File: src/rtl/ps2_key_decoder_if.sv
// Byte-strobe input and decoded key-event outputs of the PS/2 key decoder.
// master drives the byte stream and flush; slave is the decoder.
interface ps2_key_decoder_if;
    logic [7:0] received_data;
    logic       received_data_en;
    logic       flush;
    logic       key_event;
    logic [7:0] key_code;
    logic       key_ext;
    logic       key_break;
    logic [7:0] last_make;
    logic [3:0] dir_held;

    modport master (
        output received_data, received_data_en, flush,
        input  key_event, key_code, key_ext, key_break, last_make, dir_held
    );

    modport slave (
        input  received_data, received_data_en, flush,
        output key_event, key_code, key_ext, key_break, last_make, dir_held
    );
endinterface

File: src/rtl/ps2_key_decoder.sv
// Decodes PS/2 scan-code bytes (E0/F0 prefixes) into key events, last make code and a held-direction mask.
// Latency 1 cycle from the final byte strobe; no backpressure, every strobed byte is consumed.
module ps2_key_decoder #(
    parameter int TIMEOUT = 50000
) (
    input  logic             clock,
    input  logic             resetn,
    ps2_key_decoder_if.slave bus
);
    localparam int            TW   = (TIMEOUT > 1) ? $clog2(TIMEOUT) : 1;
    localparam logic [TW-1:0] TMAX = TW'(TIMEOUT - 1);
    localparam logic [7:0]    B_E0 = 8'hE0;
    localparam logic [7:0]    B_F0 = 8'hF0;

    typedef enum logic [1:0] {IDLE, EXT, BRK, EXT_BRK} state_t;

    state_t        r_state;
    state_t        w_next_state;
    logic [TW-1:0] r_timer;
    logic          w_byte;
    logic          w_prefix;
    logic          w_done;
    logic          w_ext;
    logic          w_brk;
    logic [3:0]    w_dir_bit;

    logic          r_key_event;
    logic [7:0]    r_key_code;
    logic          r_key_ext;
    logic          r_key_break;
    logic [7:0]    r_last_make;
    logic [3:0]    r_dir_held;

    // A byte coinciding with flush is dropped entirely.
    assign w_byte   = bus.received_data_en && !bus.flush;
    assign w_prefix = (bus.received_data == B_E0) || (bus.received_data == B_F0);

    always_ff @(posedge clock or negedge resetn) begin
        if (!resetn) r_state <= IDLE;
        else         r_state <= w_next_state;
    end

    always_comb begin
        w_next_state = r_state;
        if (bus.flush) begin
            w_next_state = IDLE;
        end else if (bus.received_data_en) begin
            case (r_state)
                IDLE:    if (bus.received_data == B_F0)      w_next_state = BRK;
                         else if (bus.received_data == B_E0) w_next_state = EXT;
                EXT:     if (bus.received_data == B_F0)      w_next_state = EXT_BRK;
                         else if (bus.received_data != B_E0) w_next_state = IDLE;
                BRK:     if (bus.received_data == B_E0)      w_next_state = EXT;
                         else if (bus.received_data != B_F0) w_next_state = IDLE;
                EXT_BRK: if (!w_prefix)                      w_next_state = IDLE;
                default:                                     w_next_state = IDLE;
            endcase
        end else if (r_state != IDLE && r_timer == TMAX) begin
            w_next_state = IDLE;
        end
    end

    always_comb begin
        w_done = w_byte && !w_prefix;
        w_ext  = (r_state == EXT) || (r_state == EXT_BRK);
        w_brk  = (r_state == BRK) || (r_state == EXT_BRK);
    end

    // Arrow keys arrive extended, WASD arrive plain; extended WASD codes are other keys.
    always_comb begin
        case ({w_ext, bus.received_data})
            9'h175, 9'h01D: w_dir_bit = 4'b1000;
            9'h172, 9'h01B: w_dir_bit = 4'b0100;
            9'h16B, 9'h01C: w_dir_bit = 4'b0010;
            9'h174, 9'h023: w_dir_bit = 4'b0001;
            default:        w_dir_bit = 4'b0000;
        endcase
    end

    always_ff @(posedge clock or negedge resetn) begin
        if (!resetn)                               r_timer <= '0;
        else if (w_byte || w_next_state == IDLE)   r_timer <= '0;
        else                                       r_timer <= r_timer + TW'(1);
    end

    always_ff @(posedge clock or negedge resetn) begin
        if (!resetn) begin
            r_key_event <= 1'b0;
            r_key_code  <= 8'h00;
            r_key_ext   <= 1'b0;
            r_key_break <= 1'b0;
            r_last_make <= 8'h00;
            r_dir_held  <= 4'b0000;
        end else begin
            r_key_event <= w_done;
            if (bus.flush) begin
                r_dir_held <= 4'b0000;
            end else if (w_done) begin
                r_key_code  <= bus.received_data;
                r_key_ext   <= w_ext;
                r_key_break <= w_brk;
                if (!w_brk) r_last_make <= bus.received_data;
                r_dir_held  <= w_brk ? (r_dir_held & ~w_dir_bit) : (r_dir_held | w_dir_bit);
            end
        end
    end

    assign bus.key_event = r_key_event;
    assign bus.key_code  = r_key_code;
    assign bus.key_ext   = r_key_ext;
    assign bus.key_break = r_key_break;
    assign bus.last_make = r_last_make;
    assign bus.dir_held  = r_dir_held;
endmodule

File: src/flat_wrapper.sv
// flat-port wrapper written by rule: the top's interface ports become plain ports
module ps2_key_decoder_flat 
#(
    parameter int TIMEOUT = 50000
)
  (clock, resetn, bus_received_data, bus_received_data_en, bus_flush, bus_key_event, bus_key_code, bus_key_ext, bus_key_break, bus_last_make, bus_dir_held);
  ps2_key_decoder_if bus_i ();
  input  logic clock;
  input  logic resetn;
  input wire logic [$bits(bus_i.received_data)-1:0] bus_received_data;
  input wire logic [$bits(bus_i.received_data_en)-1:0] bus_received_data_en;
  input wire logic [$bits(bus_i.flush)-1:0] bus_flush;
  output wire logic [$bits(bus_i.key_event)-1:0] bus_key_event;
  output wire logic [$bits(bus_i.key_code)-1:0] bus_key_code;
  output wire logic [$bits(bus_i.key_ext)-1:0] bus_key_ext;
  output wire logic [$bits(bus_i.key_break)-1:0] bus_key_break;
  output wire logic [$bits(bus_i.last_make)-1:0] bus_last_make;
  output wire logic [$bits(bus_i.dir_held)-1:0] bus_dir_held;
  assign bus_i.received_data = bus_received_data;
  assign bus_i.received_data_en = bus_received_data_en;
  assign bus_i.flush = bus_flush;
  assign bus_key_event = bus_i.key_event;
  assign bus_key_code = bus_i.key_code;
  assign bus_key_ext = bus_i.key_ext;
  assign bus_key_break = bus_i.key_break;
  assign bus_last_make = bus_i.last_make;
  assign bus_dir_held = bus_i.dir_held;
  ps2_key_decoder #(.TIMEOUT(TIMEOUT)) u_core (.clock(clock), .resetn(resetn), .bus(bus_i));
endmodule
File: config.mk
export PLATFORM = sky130hd
export DESIGN_NAME = ps2_key_decoder_flat
export DESIGN_NICKNAME = d
export VERILOG_FILES = /design/src/rtl/ps2_key_decoder_if.sv /design/src/rtl/ps2_key_decoder.sv /design/src/flat_wrapper.sv
export SDC_FILE = /design/constraint.sdc
export NUM_CORES = 1
export LEC_CHECK = 0
export BUFFER_PORTS_ARGS = -buffer_cell sky130_fd_sc_hd__clkbuf_2
export CORE_MARGIN = 2
export CORE_UTILIZATION = 30
export CTS_CLUSTER_DIAMETER = 150
export DETAILED_ROUTE_END_ITERATION = 7
export PLACE_DENSITY_LB_ADDON = 0.05
export REMOVE_ABC_BUFFERS = 1
export SETUP_SLACK_MARGIN = 0.02
export SKIP_LAST_GASP = 1
export SYNTH_ARGS = -nofsm -noshare
export SYNTH_HDL_FRONTEND = slang
export SYNTH_SLANG_ARGS = --single-unit
File: constraint.sdc
create_clock -name clock -period 3.7 [get_ports clock]
set_input_delay 0.555 -clock clock [delete_from_list [all_inputs] [get_ports clock]]
set_output_delay 0.555 -clock clock [all_outputs]
set_load 0.1 [all_outputs]
**Yosys cells after proc, flatten, opt, wreduce, memory -nomap -nowiden**

Index checks and enable logic that the tools add are counted.

- Register bits: 41
- Bits of input ports: 12
- Output and inout bits: 23
- Word-level logic and storage cells: 65

- Add/sub/neg operators: 1
- Equal/unequal tests: 16
- Muxes and demuxes: 16
- Bitwise operators: 5
- Reduce and logical (&&, ||, !) cells: 19

Operators with widths:

| kind | count |
|---|---|
| == test 9 bit (second input constant) | 4 |
| == test 9 x 5 -> 1 bit (second input constant) | 3 |
| 2-to-1 mux 2 bit | 10 |
| adder 16 x 1 -> 16 bit (second input constant) | 1 |
| == test 16 bit (second input constant) | 1 |
| == test 8 bit (second input constant) | 2 |
| 2-to-1 mux 16 bit | 1 |
| inequality test 8 bit (second input constant) | 2 |
| case mux 4 bit (4 select lines) | 1 |
| 2-to-1 mux 4 bit | 3 |
| == test 9 x 6 -> 1 bit (second input constant) | 1 |
| case mux 2 bit (4 select lines) | 1 |
| OR reduction 2 bit | 4 |
| AND 4 bit | 1 |
| == test 2 bit (second input constant) | 2 |
| zero test 2 bit | 2 |
| logical OR 1 bit | 4 |
| inverter 4 bit | 1 |
| OR 4 bit | 1 |
| nonzero test 2 bit | 2 |
| logical AND 1 bit | 3 |
| AND reduction 3 bit | 1 |
| == test 2 x 1 -> 1 bit (second input constant) | 1 |
| zero test 1 bit | 2 |
| 2 further kinds | 3 |

**Logic depth before layout (Yosys ltp)**

Gate-level depths: netlist of the first run.

- Depth after elaboration: 10
- Gate-level depth with buffers: 6
- Depth with buffers taken out: 5

**Least setup slack after synthesis of the first run**

Ideal clock, no wire load.

- Path type: input -> register
- Start: input port bus_received_data[3]
- End: register u_core.r_last_make[0], in the netlist u_core.bus.last_make[0]
- Setup time: 0.125 ns
- Arrival: 1.656 ns
- Required time: 3.575 ns
- Path slack: 1.918 ns
- Stages on the path: 5
- Buffers on the path: 1
- Cells stage by stage: nor4bb_2 a211oi_2 nand2b_1 buf_6 mux2_4

- Word-level cells in the longest chain between the ends: 5
- Elaborated cells on any way between the ends: 6
- Classes of those cells: eq/ne (2); reduce/logical (4)

RTL lines:

| what | RTL line | text |
|---|---|---|
| start: declaration | flat_wrapper.sv:10 | `input wire logic [$bits(bus_i.received_data)-1:0] bus_received_data;` |
| == test 8 bit | ps2_key_decoder.sv:36 | `assign w_prefix = (bus.received_data == B_E0) \|\| (bus.received_data == B_F0);` |
| logical OR 1 bit * | ps2_key_decoder.sv:36 |  |
| zero test 1 bit * | - |  |
| logical AND 1 bit * | ps2_key_decoder.sv:64 | `w_done = w_byte && !w_prefix;` |
| AND reduction 3 bit (no source line) * | - |  |
| end signal: assignment | ps2_key_decoder.sv:102 | `if (!w_brk) r_last_make <= bus.received_data;` |
| end: declaration | ps2_key_decoder.sv:31 | `logic [7:0] r_last_make;` |

Every way passes the cells marked *; elsewhere a longest branch is shown, timed or not.
A chain may end at the register's enable or synchronous reset.

**Final worst setup path of the first run**

- Start: input port bus_received_data[3]
- End: register u_core.r_last_make[5], in the netlist u_core.bus.last_make[5]

The elaborated chain is that of the path after synthesis.

==> flow_summary_export.csv, run 1 <==
group,metric,value,unit
worst_setup_path,path_buf_inv,1,
cts,post-cts-setup-buffers,0,
synthesis,yosysTopAreaCell,"dfrtp_1",
sta,timing.final.crit_period,1990,ps
cts,clk_latency,290,ps
power,power_switching,0.4339,mW
worst_setup_path,worst_r2r_startpoint,"u_core.r_timer[0]",
worst_setup_path,worstPathArrival,2160,ps
worst_setup_path,r2r_slack,1760,ps
global_route,overflow,0,
sta,fin_setup_tns,0,ps
power,switching_share,34.87,%
worst_setup_path,slowest_stage,"nor4bb_2",
synthesis,yosysUniqueCellTypes,38,
cts,cts_sinks,41,
placed_design,postPlaceCellArea,2275,um^2
synthesis,syn_inst,174,
sta,hold_viol_final,0,
status,outcome,"completed",
die,start_util,30.43,%
worst_setup_path,cp_data_required_time,3870,ps
finish,syn2layout_area_growth,18.46,%
synthesis,yosys-top-cells-count,"41 x dfrtp_1, 17 x mux2_4, 17 x nor2_1",
synthesis,synthArstFlopShare,100.0,%
route,drt-initial-drc-count,58,
global_route,grt_max_degree,42,
route,first_pass_iters,4,
die,die_h,86.33,um
sta,fin_crit_sh,53.77,%
synthesis,synth_seq_area_share,50.46,%
finish,final_cell_area,2409,um^2
die,std_cell_rows,30,
synthesis,synthTopCellsByArea,"dfrtp_1 50%, mux2_4 13%, xnor2_1 3.9%",
finish,num_antenna_cells,0,
placed_design,portBuffers,34,
sta,drv_slew,0,
route,via_per_inst,5.027,
synthesis,syn_avg_cell_area,11.69,um^2
sta,rsz0062_at_grt,"no",
cts,clockRootBuffer,"clkbuf_8",
global_route,grt_pass1_vias,1580,
placed_design,hpwl,3208,um
route,routedWlPerCell,15.72,um
sta,maxSlewHeadroom,29.85,%
power,comb_power_share,26.4,%
synthesis,yosys_register_bits,41,
power,power.density,516.6,nW/um^2
placed_design,routabilityCongestion,0.8849,
sta,finalSetupViolations,0,
worst_setup_path,crit_chain,"clkbuf_2, nor4bb_2, a211oi_2, nand2b_1, mux2_4",
synthesis,yosys.area.top_type_share,50.46,%
worst_setup_path,ff2ff_path_depth,5,
route,vias,1468,
synthesis,synth_warnings,0,
cts,clock_path_buffers,2,
synthesis,synth_edf_count,0,
sta,fin_skew,12.59,ps
cts,cts_tree,"yes",
worst_setup_path,crit_type,"primary input to flop",
worst_setup_path,cp_max_fo,8,
finish,drive_gt1_share,30.19,%
worst_setup_path,slowest_delay,510,ps
die,ios,35,
route,wl,4591,um
die,die_w,86.33,um
power,intPower,0.8104,mW
die,die_area,7452,um^2
flow_run,drv_cap,0,
die,core_area,6681,um^2
finish,fillers,675,
route,drc,0,
power,p_clk_share,34.0,%
worst_setup_path,cp_top_family,"simple AND/OR/NAND/NOR gates",
synthesis,synth_most_common_cell,"dfrtp_1",
power,vdd_drop_max,0.2353,mV
cts,ctsResizeCount,0,
power,p_leak,1.068,nW
power,pwr-share-seq,39.6,%
finish,nNetsFinal,224,
worst_setup_path,r2r-end,"u_core.r_timer[7]",
cts,ctsHoldBuffers,0,
route,ant_nets,0,
cts,numCtsBuffers,5,
cts,htreeDepth,2,
global_route,grt_pass1_wl,7928,um
sta,fmaxAchievable,0.5026,GHz
worst_setup_path,cp-end-kind,"flop",
global_route,antenna_found_initial,0,
sta,worstMarginPinSlew,1052,ps
worst_setup_path,start_kind,"primary input",
global_route,track_usage,13.53,%
cts,path_clk_slew,80,ps
synthesis,synth_area,2033,um^2
synthesis,ys.flop_type,"dfrtp_1",
min_path,min_path_type,"primary input to async pin",
==> metal layers <==
metal  wire (um)  vias up  track usage [%]  share of wire, %
met5           0        -                0                 0
met4          54        0            5.398               1.2
met3         214        4            3.143               4.7
met2        2248       44            22.17                49
met1        2074      722            17.26                45
li1            -      698                -                 -
==> cell families after synthesis <==
logic type               after synthesis  synth area share [%]
multiplexers                          22                 15.08
adder cells (fa/ha/maj)                1                0.6153
buffers and inverters                  9                 2.523
AND/OR/NAND/NOR                       75                 21.23
AO/OA/AOI/OAI                         13                 4.492
flip-flops                            41                 50.46
XOR/XNOR                              13                 5.600
==> worst max path at each step <==
stage	slack, ps	end	cells after the start	startpoint
final	1710	u_core.bus.last_make[5]	5	bus_received_data[3]
after global placement	1540	u_core.bus.last_make[3]	5	bus_received_data[3]
after detailed placement	1440	u_core.bus.last_make[5]	5	bus_received_data[3]
after global routing	1560	u_core.r_timer[7]	5	u_core.r_timer[0]
after CTS	1710	u_core.r_timer[7]	5	u_core.r_timer[0]
after floorplan	1140	u_core.bus.last_make[0]	4	bus_received_data[7]
==> cell type report <==
type	instances	area [um^2]	share of cell area, %
timing repair buffer	35	177.7	7.377
tap	80	100.1	4.156
clock inverter	3	65.06	2.701
inverter	4	15.01	0.6234
clock buffer	5	68.82	2.857
sequential	41	1026	42.60
multi-input combinational	124	955.9	39.69
==> stage by stage <==
stage                     power (mW)  cells  setup slack (ps)  util [%]  hold WS (ps)
after floorplan               0.7643    169              1139         -         259.4
after global placement        0.8303    284              1538     34.04         482.2
after detailed placement      0.8323    284              1443     34.04         487.2
after CTS                      1.265    292              1710     36.05         482.8
after global routing           1.297    292              1564     36.05         520.4
final                          1.244    292              1710     36.05         438.8
==> worst reg2reg max path, cell delays in order, from the launching register on <==
cell and delay [ps]:
dfrtp_1 420, ha_1 210, nand3_1 260, nand4b_1 370
nand2_1 450, nor2_1 110
==> power by group through the flow <==
stage | Combinational, mW | Clock, mW | Sequential (mW)
2_1_floorplan | 0.0600 | 0 | 0.704
3_3_place_gp | 0.329 | 0 | 0.501
3_5_place_dp | 0.331 | 0 | 0.501
4_1_cts | 0.331 | 0.439 | 0.494
5_1_grt | 0.341 | 0.459 | 0.497
6_report | 0.328 | 0.423 | 0.493
==> registers in the layout (all words and copies together), names as in the netlist <==
register / count
u_core.bus.key_ext: 1
u_core.bus.key_event: 1
u_core.r_timer: 16
u_core.bus.dir_held: 4
u_core.bus.last_make: 8
u_core.bus.key_break: 1
u_core.r_state: 2
u_core.bus.key_code: 8
==> layout by cell type (no fill, tap or decap), types with 2 or more instances in the layout <==
master     netlist  final
nand2b_1         6      6
clkbuf_8         0      5
a21oi_1          5      5
xnor2_1          9      9
nand3_1          8      8
nand4_1          7      7
xor2_1           4      4
mux2i_1          4      4
nor3b_1          2      2
nand2_1          7      7
and3_1           3      3
mux2_4          17     17
nor3_1           5      5
clkbuf_2         0     34
bufinv_16        0      2
dfrtp_1         41     41
nor4_1           5      5
nor4bb_1         2      2
or3_1            2      2
nor2b_1          2      2
o21bai_1         2      2
inv_1            4      4
nor2_1          17     17
o2bb2ai_1        2      2
nor4b_1          2      2
Note: power is estimated with default switching activity, not from simulation.
==> run 2: changes to the inputs <==
Settings changed: ABC_AREA set to 1.
Clock period 3.7 ns to 1.8 ns, I/O delays scaled along.
==> flow_summary_export.csv, run 2 <==
group,metric,value,unit
sta,fin_crit_sh,85.54,%
cts,cts_tree,"yes",
synthesis,yosys-top-cells-count,"55 x nand2_1, 41 x dfrtp_1, 23 x nor2_1",
cts,htreeDepth,2,
synthesis,synth_edf_count,0,
die,die_w,87.36,um
route,routedWlPerCell,13.04,um
finish,nNetsFinal,302,
power,p_leak,1.178,nW
flow_run,drv_cap,0,
placed_design,portBuffers,34,
power,pwr-share-seq,41.1,%
worst_setup_path,cp_max_fo,16,
power,comb_power_share,27.8,%
sta,hold_viol_final,0,
die,core_area,6756,um^2
worst_setup_path,start_kind,"flop",
worst_setup_path,ff2ff_path_depth,10,
worst_setup_path,cp_data_required_time,1990,ps
sta,finalSetupViolations,0,
synthesis,synth_seq_area_share,49.22,%
power,p_clk_share,31.1,%
sta,timing.final.crit_period,1540,ps
worst_setup_path,worst_r2r_startpoint,"u_core.r_timer[1]",
min_path,worstHoldEndpoint,"u_core.bus.last_make[4]",
die,die_h,87.36,um
cts,cts_sinks,41,
min_path,min_delay_path_depth,3,
finish,largest_register_ff_count,16,
sta,rsz0062_at_grt,"no",
worst_setup_path,crit_type,"flop to flop",
worst_setup_path,r2r_slack,260,ps
route,ant_nets,0,
sta,fmaxAchievable,0.6495,GHz
global_route,grt_pass1_vias,1723,
synthesis,yosys_register_bits,41,
power,power.density,1003,nW/um^2
placed_design,routabilityCongestion,0.8010,
sta,maxSlewHeadroom,63.87,%
cts,clockRootBuffer,"clkbuf_8",
min_path,min_from,"bus_received_data[4]",
synthesis,syn_avg_cell_area,8.371,um^2
finish,layout_commonest_cell,"nand2_1",
finish,final_cell_mix,"55 x nand2_1, 41 x dfrtp_1, 34 x clkbuf_2, 23 x nor2_1",
finish,fillers,713,
route,via_per_inst,4.649,
cts,numCtsBuffers,5,
synthesis,synthTopCellsByArea,"dfrtp_1 49%, nand2_1 9.9%, nand3_1 5.0%",
worst_setup_path,worstPathArrival,1730,ps
worst_setup_path,cp-end-kind,"flop",
die,ios,35,
die,die_area,7631,um^2
global_route,grt_max_degree,24,
synthesis,ys.flop_type,"dfrtp_1",
finish,syn2layout_area_growth,18.73,%
route,drt-initial-drc-count,94,
synthesis,synth_warnings,0,
power,power_switching,0.9820,mW
placed_design,hpwl,3661,um
die,start_util,30.85,%
cts,path_clk_slew,90,ps
synthesis,synth_area,2084,um^2
power,intPower,1.500,mW
finish,drive_gt1_share,23.79,%
route,first_pass_iters,4,
finish,num_antenna_cells,0,
min_path,min_path_type,"primary input to flop",
synthesis,yosysUniqueCellTypes,30,
global_route,antenna_found_initial,0,
status,outcome,"completed",
route,wl,4826,um
synthesis,synthArstFlopShare,100.0,%
sta,fin_skew,7.666,ps
synthesis,syn_inst,249,
synthesis,yosys.area.top_type_share,49.22,%
synthesis,synth_most_common_cell,"nand2_1",
sta,fin_setup_tns,0,ps
die,std_cell_rows,30,
route,drc,0,
cts,clk_latency,300,ps
sta,fin_hold_ws,273.7,ps
route,vias,1720,
global_route,track_usage,14.30,%
power,vdd_drop_max,0.3063,mV
sta,worstMarginPinSlew,537.0,ps
worst_setup_path,r2r-end,"u_core.r_timer[4]",
global_route,overflow,0,
global_route,grt_pass1_wl,8376,um
power,switching_share,39.56,%
cts,clock_path_buffers,2,
finish,top_register,"u_core.r_timer",
sta,drv_slew,0,
synthesis,yosysTopAreaCell,"dfrtp_1",
## run 2: power groups by stage
stage / sequential (mW) / combinational [mW] / clock, mW
2_1_floorplan: 1.47 / 0.112 / 0
4_1_cts: 1.02 / 0.692 / 0.807
3_5_place_dp: 1.04 / 0.689 / 0
5_1_grt: 1.03 / 0.734 / 0.847
6_report: 1.02 / 0.689 / 0.772
3_3_place_gp: 1.04 / 0.690 / 0
## run 2: layer usage
layer | vias to the layer above | GRT usage, % | wire, um
li1 | 876 | - | -
met1 | 802 | 17.62 | 2146
met4 | 0 | 4.895 | 73
met3 | 8 | 4.360 | 243
met5 | - | 0 | 0
met2 | 34 | 23.69 | 2363
## run 2: worst max-delay path, cell delays in order (launching register included)
cell and delay, ps:
dfrtp_1 380, ha_1 190, nand3_1 150, nor2_1 130, nand3_1 100, nand2_1 70, nand2_1 60, nand2_2 80
nand2_2 80, nand2_8 150, nor2_1 60
## run 2: through the flow
step	area [um^2]	instances	setup slack, ps	power [mW]	utilization [%]
2_1_floorplan	2036	244	278.3	1.583	-
3_3_place_gp	2333	360	201.1	1.731	34.54
3_5_place_dp	2333	360	137.5	1.731	34.54
4_1_cts	2459	369	126.6	2.522	36.39
5_1_grt	2475	370	54.37	2.611	36.63
6_report	2475	370	260.3	2.482	36.63
## run 2: repair_timing
action	CTS	global route
resized for setup	0	1
endpoints found under the setup margin	0	16
hold buffers	1	0
hold endpoints to repair	18	0
setup buffers	0	1
## run 2: final cells by class
cell class,count,area (um^2),share of cell area (%)
sequential,41,1026,41.46
inverter,26,97.59,3.943
clock inverter,3,46.29,1.871
multi-input combinational,177,920.9,37.21
tap,80,100.1,4.044
timing repair buffer,38,215.2,8.696
clock buffer,5,68.82,2.781
## run 2: how the worst max path moves through the flow
stage                               startpoint                      end  slack (ps)  cells after the start
final                        u_core.r_timer[1]        u_core.r_timer[4]         260                     10
after global routing         u_core.r_timer[1]        u_core.r_timer[4]          50                     10
after CTS                    u_core.r_timer[0]        u_core.r_timer[4]         130                     10
after detailed placement     u_core.r_timer[0]        u_core.r_timer[2]         140                     10
after global placement       u_core.r_timer[0]        u_core.r_timer[3]         200                     10
after floorplan           bus_received_data[2]  u_core.bus.last_make[0]         280                      9
## run 2: cell families (layout without fill, tap and decap cells)
group	count (synthesis)	count (layout)	synth area share, %
xor+xnor	14	14	5.882
simple gates	136	136	30.73
fa+ha+maj	1	1	0.6001
buf+inv	31	72	7.022
compound gates	26	26	6.543
flops	41	41	49.22
